[src/rtl/engine_return_collector.sv]
// Collects per-engine done pulses and return codes into a FWFT FIFO of 41-bit records.
// Optional transfer counter output stat_records_o is enabled by defining ERC_STATS_EN.
module engine_return_collector #(
    parameter int KERNEL_NUM = 2,
    parameter int FIFO_DEPTH = 8
) (
    input  logic                          clk,
    input  logic                          rst_n,
    input  logic [KERNEL_NUM-1:0]         engine_done_i,
    input  logic [32*KERNEL_NUM-1:0]      engine_rc_i,
    output logic                          complete_push_o,
    input  logic                          complete_ready_i,
    output logic [40:0]                   return_data_o,
    output logic                          lost_sticky_o,
    output logic [$clog2(FIFO_DEPTH):0]   fifo_level_o
`ifdef ERC_STATS_EN
    ,
    output logic [31:0]                   stat_records_o
`endif
);

    localparam int AW = $clog2(FIFO_DEPTH);
    localparam int IW = (KERNEL_NUM > 1) ? $clog2(KERNEL_NUM) : 1;

    logic [KERNEL_NUM-1:0] pending_q, pending_d;
    logic [KERNEL_NUM-1:0] lost_q, lost_d;
    logic [31:0]           rc_q [KERNEL_NUM];
    logic [31:0]           rc_d [KERNEL_NUM];
    logic [IW-1:0]         rr_q, rr_d;
    logic                  sticky_q, sticky_d;
    logic [40:0]           mem_q [FIFO_DEPTH];
    logic [AW:0]           wr_ptr_q, wr_ptr_d;
    logic [AW:0]           rd_ptr_q, rd_ptr_d;

    logic                  full_s;
    logic                  empty_s;
    logic                  pop_s;
    logic                  grant_s;
    logic [IW-1:0]         grant_idx_s;
    logic [40:0]           wr_data_s;

    assign empty_s = (wr_ptr_q == rd_ptr_q);
    assign full_s  = (wr_ptr_q[AW] != rd_ptr_q[AW]) &&
                     (wr_ptr_q[AW-1:0] == rd_ptr_q[AW-1:0]);
    assign pop_s   = !empty_s && complete_ready_i;

    // Round-robin search starting one past the last granted engine.
    always_comb begin
        int cand;
        logic [IW-1:0] cand_idx;
        grant_s     = 1'b0;
        grant_idx_s = '0;
        cand        = 0;
        cand_idx    = '0;
        for (int i = 0; i < KERNEL_NUM; i++) begin
            cand     = (int'(rr_q) + 1 + i) % KERNEL_NUM;
            cand_idx = IW'(cand);
            if (!grant_s && !full_s && pending_q[cand_idx]) begin
                grant_s     = 1'b1;
                grant_idx_s = cand_idx;
            end else begin
                grant_s     = grant_s;
            end
        end
    end

    assign wr_data_s = {lost_q[grant_idx_s], 8'(grant_idx_s), rc_q[grant_idx_s]};

    // Capture, collision and grant bookkeeping per engine.
    always_comb begin
        logic gk;
        pending_d = pending_q;
        lost_d    = lost_q;
        rc_d      = rc_q;
        sticky_d  = sticky_q;
        gk        = 1'b0;
        for (int k = 0; k < KERNEL_NUM; k++) begin
            gk = grant_s && (grant_idx_s == IW'(k));
            if (engine_done_i[k]) begin
                // A grant in the same cycle frees the slot, so the new code is kept.
                if (!pending_q[k] || gk) begin
                    pending_d[k] = 1'b1;
                    rc_d[k]      = engine_rc_i[32*k +: 32];
                    lost_d[k]    = 1'b0;
                end else begin
                    lost_d[k]    = 1'b1;
                    sticky_d     = 1'b1;
                end
            end else if (gk) begin
                pending_d[k] = 1'b0;
                lost_d[k]    = 1'b0;
            end else begin
                pending_d[k] = pending_q[k];
            end
        end
    end

    // Pointer and arbiter next-state.
    always_comb begin
        wr_ptr_d = grant_s ? (wr_ptr_q + {{AW{1'b0}}, 1'b1}) : wr_ptr_q;
        rd_ptr_d = pop_s   ? (rd_ptr_q + {{AW{1'b0}}, 1'b1}) : rd_ptr_q;
        rr_d     = grant_s ? grant_idx_s : rr_q;
    end

    // Engine-side state registers.
    always_ff @(posedge clk or negedge rst_n) begin
        if (!rst_n) begin
            pending_q <= '0;
            lost_q    <= '0;
            sticky_q  <= 1'b0;
            rr_q      <= IW'(KERNEL_NUM - 1);
            for (int k = 0; k < KERNEL_NUM; k++) begin
                rc_q[k] <= 32'h0000_0000;
            end
        end else begin
            pending_q <= pending_d;
            lost_q    <= lost_d;
            sticky_q  <= sticky_d;
            rr_q      <= rr_d;
            rc_q      <= rc_d;
        end
    end

    // Record FIFO storage and pointers; storage is cleared so outputs read 0 after reset.
    always_ff @(posedge clk or negedge rst_n) begin
        if (!rst_n) begin
            wr_ptr_q <= '0;
            rd_ptr_q <= '0;
            for (int d = 0; d < FIFO_DEPTH; d++) begin
                mem_q[d] <= 41'h0;
            end
        end else begin
            wr_ptr_q <= wr_ptr_d;
            rd_ptr_q <= rd_ptr_d;
            if (grant_s) begin
                mem_q[wr_ptr_q[AW-1:0]] <= wr_data_s;
            end
        end
    end

    assign complete_push_o = !empty_s;
    assign return_data_o   = mem_q[rd_ptr_q[AW-1:0]];
    assign lost_sticky_o   = sticky_q;
    assign fifo_level_o    = wr_ptr_q - rd_ptr_q;

`ifdef ERC_STATS_EN
    logic [31:0] stat_cnt_q, stat_cnt_d;

    assign stat_cnt_d = pop_s ? (stat_cnt_q + 32'd1) : stat_cnt_q;

    // Transferred-record counter, wraps naturally.
    always_ff @(posedge clk or negedge rst_n) begin
        if (!rst_n) begin
            stat_cnt_q <= 32'h0000_0000;
        end else begin
            stat_cnt_q <= stat_cnt_d;
        end
    end

    assign stat_records_o = stat_cnt_q;
`endif

endmodule

[config.mk]
export PLATFORM = sky130hd
export DESIGN_NAME = engine_return_collector
export DESIGN_NICKNAME = d
export VERILOG_FILES = /design/src/rtl/engine_return_collector.sv
export SDC_FILE = /design/constraint.sdc
export NUM_CORES = 1
export LEC_CHECK = 0
export CAP_MARGIN = 20
export CELL_PAD_IN_SITES_DETAIL_PLACEMENT = 0
export CELL_PAD_IN_SITES_GLOBAL_PLACEMENT = 1
export CORE_UTILIZATION = 50
export DETAILED_ROUTE_END_ITERATION = 16
export PLACE_DENSITY_LB_ADDON = 0.3
export SLEW_MARGIN = 20
export SYNTH_ARGS = -nofsm -noshare
export SYNTH_HDL_FRONTEND = slang
export SYNTH_SLANG_ARGS = --single-unit
[constraint.sdc]
create_clock -name clk -period 5.25 [get_ports clk]
set_clock_uncertainty 0.15 [all_clocks]
set_input_delay 0.7875 -clock clk [delete_from_list [all_inputs] [get_ports clk]]
set_output_delay 0.7875 -clock clk [all_outputs]
set_load 0.005 [all_outputs]
# After elaboration in Yosys (flattened, before gate mapping)
# Index checks and enable logic that the tools add are counted.
[op_classes]
add_sub_neg = 5
magnitude_cmp = 7
eq_ne = 5
muxes = 33
n_bitwise = 4
n_reduce_logical = 21
[ops]
columns = ["cell", "count"]
rows = [
  ["328-bit bitwise mux", 1],
  ["41-bit binary-select mux with 3-bit select", 1],
  ["41-bit demux with 3-bit select", 1],
  ["41-bit two-way mux", 3],
  ["32-bit two-way mux", 3],
  ["1-bit two-way mux", 24],
  ["4-bit by 1-bit adder with 4-bit output, second input constant", 2],
  ["4-bit >= comparator, second input constant", 2],
  ["1-bit logical AND", 8],
  ["3-bit NOT with 4-bit output", 2],
  ["2-bit AND reduction", 4],
  ["1-bit by 2-bit < comparator with 1-bit output, second input constant", 3],
  ["1-bit logical NOT", 5],
  ["4-bit == test", 1],
  ["4-bit by 1-bit < comparator with 1-bit output, second input constant", 1],
  ["2-bit by 1-bit inequality test with 1-bit output, second input constant", 2],
  ["2-bit nonzero test", 2],
  ["4-bit subtractor", 1],
  ["3-bit == test", 1],
  ["1-bit adder, second input constant", 2],
  ["2-bit >= comparator, second input constant", 1],
  ["1-bit logical OR", 2],
  ["1-bit NOT with 2-bit output", 1],
  ["1-bit inequality test", 1],
  ["1-bit NOT", 1],
]
[totals]
register_bits = 406
in_bits = 69
output_inout_bits = 47
elab_cells = 93

# Depth between registers and ports, before layout
[depth]
word_depth = 16
mapped_depth = 10
mapped_depth_nobuf = 6

# Least setup slack after synthesis
# Ideal clock, no wire load.
[synth_path]
path_kind = "register to register"
startpoint = "reg rd_ptr_q[2]"
endpoint = "reg mem_q[114] (netlist bit)"
setup_ps = 125
arrival_time_ps = 2848
required_time_ps = 4975
path_slack_ps = 2127
stages_incl_launch_ff = 10
n_path_buf = 4
period_less_slack_ps = 3123
path_cell_list = "dfrtp_1 -> clkbuf_1 -> clkinv_1 -> clkbuf_1 -> ha_1 -> and3_1 -> buf_2 -> a2111oi_4 -> buf_2 -> mux2_2"
[synth_via]
elab_chain_len = 10
word_cells_on_any_way = 12
cone_classes = "eq/ne (1); mux (5); reduce/logical (6)"
[synth_lines]
columns = ["element", "line", "source"]
rows = [
  ["start, declared", "33", "logic [AW:0] rd_ptr_q, rd_ptr_d;"],
  ["start signal, assigned", "134", "rd_ptr_q <= rd_ptr_d;"],
  ["3-bit == test *", "44", "(wr_ptr_q[AW-1:0] == rd_ptr_q[AW-1:0]);"],
  ["1-bit logical AND *", "43", "assign full_s = (wr_ptr_q[AW] != rd_ptr_q[AW]) &&"],
  ["1-bit logical NOT *", "58", "if (!grant_s && !full_s && pending_q[cand_idx]) begin"],
  ["1-bit logical AND", "58", ""],
  ["1-bit two-way mux", "58", ""],
  ["1-bit logical NOT", "58", ""],
  ["1-bit logical AND (2 in series)", "58", ""],
  ["1-bit two-way mux", "58", ""],
  ["328-bit bitwise mux", "136", "mem_q[wr_ptr_q[AW-1:0]] <= wr_data_s;"],
  ["end signal, assigned by index", "136", ""],
  ["end, declared", "31", "logic [40:0] mem_q [FIFO_DEPTH];"],
]
# Mark *: on every way between the ends. The rest lies on a longest branch, timed or not.
# A chain may end at the register's enable or synchronous reset.

# Worst setup path after layout
[layout_path]
startpoint = "reg rd_ptr_q[1]"
endpoint = "out return_data_o[13]"
[layout_via]
elab_chain_len = 4
[layout_lines]
columns = ["element", "line", "source"]
rows = [
  ["3-bit NOT with 4-bit output (not written as such)", "142", "assign return_data_o = mem_q[rd_ptr_q[AW-1:0]];"],
  ["41-bit binary-select mux with 3-bit select", "142", ""],
  ["41-bit two-way mux (not written as such) (2 in series)", "142", ""],
  ["end, declared", "13", "output logic [40:0] return_data_o,"],
]
# No other way between the ends. The select of a mux whose other input is x is not followed.

==> metrics.md <==
| Metric | Value |
|---|---|
| Dpl hpwl | 19900 um |
| Dominant cells by area after synthesis | dfrtp_1, mux4_2, a21oi_1, nor2_1, mux2_2 |
| Post-synthesis mux area share | 17.7% |
| Most frequent cell after synthesis | dfrtp_1 |
| Post-Syn Instances | 1324 |
| Core area | 0.0299 sq mm |
| Worst VDD drop | 0.394 mV |
| Fmax | about 0.25 GHz |
| Critical Path, Cell by Cell | buf_4, mux4_2, nand2_1, nand2_1, clkdlybuf4s50_1 |
| CTS max path bufs | 3 |
| DIE AREA | 0.0313 sq mm |
| Xor/xnor share of the synthesized area | 0.695% |
| Met3 Use GR | 3.09% |
| CTS tree | built |
| Synthesis-stage register bit count | 350 |
| Post-synthesis compound-gate area fraction | 10.7% |
| Starting density of the core | about half |
| Worst path slowest cell | dfrtp_4 |
| DR vias | 9955 |
| Final #Nets | roughly 1500 |
| WP data required | about 4.3 ns |
| Root Buffer | clkbuf_16 |
| Chip height | approximately 180 um |
| Primary FF master, synth | dfrtp_1 |
| P&R area growth vs syn | 17.9% |
| Most frequent cells after synthesis | dfrtp_1, a21oi_1, nor2_1 |
| Period minus WS final | 3.94 ns |
| MaxCap Viol Count | 0 |
| WS Path Type | reg2out |
| Initial antenna violation count | 0 |
| Routed vias/inst | 5.46 |
| Die Span X | 177 um |
| Status | complete, no violations |
| Worst min path class | in2async |
| GP Congestion | 0.727 |
| First drt pass iteration count | 6 |
| Clock Sinks | 350 |
| Num ports | 116 |
| Hold_buf cts | 0 |
| DR DRC count | 0 |
| Crit. End Element | output pin |
| Most used routing layer in global routing | met2 |
| Pwr dens | roughly 800 mW/mm^2 |
| Final Setup Violations | 0 |
| Setup WS pre-CTS | 1.72 ns |
| Syn_area_per_cell | 11.6 sq um |
| Simple-gate portion of the synthesized area | 9.64% |
| CTS buffer count | 39 |
| Crit-path max cell delay | 0.69 ns |
| Period utilization | ~75% |
| Post-cts sizing count | 0 |
| Yosys top cell by area | dfrtp_1 |
| Post-synth top area share | 57.1% |
| Largest family of logic cells by synthesized area | multiplexers |
| Final setup margin | roughly 1.3 ns |
| Critical path arrival | 3.00 ns |
| Startpoint Class | flip-flop |
| Wirelength per Cell | 18.5 um |
| Row cnt | 63 |
| Antenna Cells | 0 |
| Leak | 0.00748 uW |
| Synth Area in Adders | 0.540% |
| Number of synthesized flops with an enable pin | 0 |
| Vias in the first global route | around 10000 |
| GR Util All Layers | 23.0% |
| Reg clk slew, reported paths | ~0.06 ns |
| Most frequent CP cell | nand2_1 |
| Port bufs | roughly 110 |
| TNS Setup | 0 ns |
| Post-synth ARST share | 100% |
| Final Hold Fails | 0 |
| RSZ-0062 raised after global routing | false |
| Routed WL | 33700 um |
| Met1 Usage GRT | a little under a third |
| Worst-skew pair later-pin latency | 0.52 ns |
| Yosys warnings | 0 |
| Max FO, Critical Path | 47 |
| Routing usage on met2 | 38.9% |
| Final Max Tran Viols | 0 |
| Slew headroom | 35.1% |
| Actual slew at the worst max-slew pin | 0.973 ns |
| Drt first-iter violations | 732 |
| Antenna-violating nets left | 0 |
| Seq/Total Area, Yosys | 57.3% |
| Largest net degree at the start of global routing | 125 |
| Fin Hold WS | 0.215 ns |
| Htree depth | 2 |
| Synth cell types | 40 |
| Global-route wire length before repair | 55800 um |
| Congestion Overflow GR | 0 |
| Layout cells sized above 1 | 17.4% |
| Post-CTS Setup Inserts | 0 |
| Synthesized area | about 0.015 sq mm |
==> state kept, by name, indices dropped and copies added, names as in the netlist <==
signal,count
lost_q,2
lost_sticky_o,1
mem_q,272
pending_q,2
rc_q,64
rr_q,1
rd_ptr_q,4
wr_ptr_q,4
==> layout make-up <==
| type | count | area [sq um] |
|---|---|---|
| tap | 390 | 488 |
| clock buffer | 55 | 1110 |
| multi-input combinational | 872 | 6080 |
| sequential | 350 | 8770 |
| fill | 2481 | 11800 |
| inverter | 8 | 30.0 |
| timing repair buffer | 136 | 1370 |
| clock inverter | 13 | 194 |
==> routing by layer <==
layer | wire (um) | up-vias | part of all wire [%]
li1 | - | 4719 | -
met1 | 15000 | 5005 | 44
met2 | 16800 | 187 | 50
met3 | 1470 | 44 | 4.3
met4 | 509 | 0 | 1.5
met5 | 0 | - | 0
==> cell usage in the layout, fill, tap and decap left out, types with 2 or more instances in the layout <==
cell and n:
a2111oi_4 8, a21boi_0 2, a21boi_4 2, a21o_1 3
a21oi_1 267, a31oi_1 3, buf_12 6, buf_4 22
bufinv_16 5, clkbuf_1 9, clkbuf_16 39, clkbuf_8 7
clkdlybuf4s50_1 107, clkinv_2 7, conb_1 7, dfrtp_1 346
dfrtp_4 2, ha_1 5, inv_1 7, mux2_2 71
mux2i_1 32, mux2i_2 3, mux4_2 68, nand2_1 109
nand2b_1 3, nand3_1 2, nor2_1 265, o21ai_0 3
xnor2_1 7, xor2_1 2
==> final timing paths <==
kind,cells after the start,end,slack (ns),startpoint
worst min register to register,2,lost_sticky_o$_DFF_PN0_,0.33,lost_sticky_o$_DFF_PN0_
max in group asynchronous,2,rc_q[55]$_DFFE_PN0P_,3.56,rst_n
worst min-delay path,1,mem_q[125]$_DFFE_PN0P_,0.21,rst_n
worst max-delay path,5,return_data_o[13],1.31,rd_ptr_q[1]$_DFFE_PN0P_
min in group clk,2,lost_sticky_o$_DFF_PN0_,0.33,lost_sticky_o$_DFF_PN0_
worst max register to register,8,mem_q[258]$_DFFE_PN0P_,1.87,rd_ptr_q[1]$_DFFE_PN0P_
==> worst max-delay path, delay by kind of cell (launching register included) <==
| kind | cells | cell delay, ns |
|---|---|---|
| buffers and inverters | 2 | 1.20 |
| flip-flops | 1 | 0.69 |
| multiplexers | 1 | 0.35 |
| AND/OR/NAND/NOR | 2 | 0.21 |
==> cell families (layout without fill, tap and decap cells) <==
kind of cell / count (synthesis) / after routing
adders and majority gates: 6 / 6
other: 1 / 7
and+or+nand+nor: 385 / 385
xor gates and xnor gates: 10 / 10
DFF: 350 / 350
muxes: 175 / 175
AOI/OAI and AO/OA: 289 / 289
buffers and inverters: 108 / 212
==> power breakdown <==
group | total (uW) | switching [uW] | internal (uW)
clock network | 2760 | 1050 | 1710
logic | 6460 | 3410 | 3040
registers | 4920 | 830 | 4090
==> through the flow <==
step / power (uW) / util [%] / cells / instance area, sq um
global placement: 11300 / 56.0 / 1755 / 16700
finish: 14100 / 60.4 / 1824 / 18000
detailed placement: 11500 / 56.0 / 1755 / 16700
CTS: 14300 / 60.3 / 1823 / 18000
global route: 15200 / 60.4 / 1824 / 18000
floorplan: 9230 / - / 1330 / 15300
Note: power is estimated with default switching activity, not from simulation.
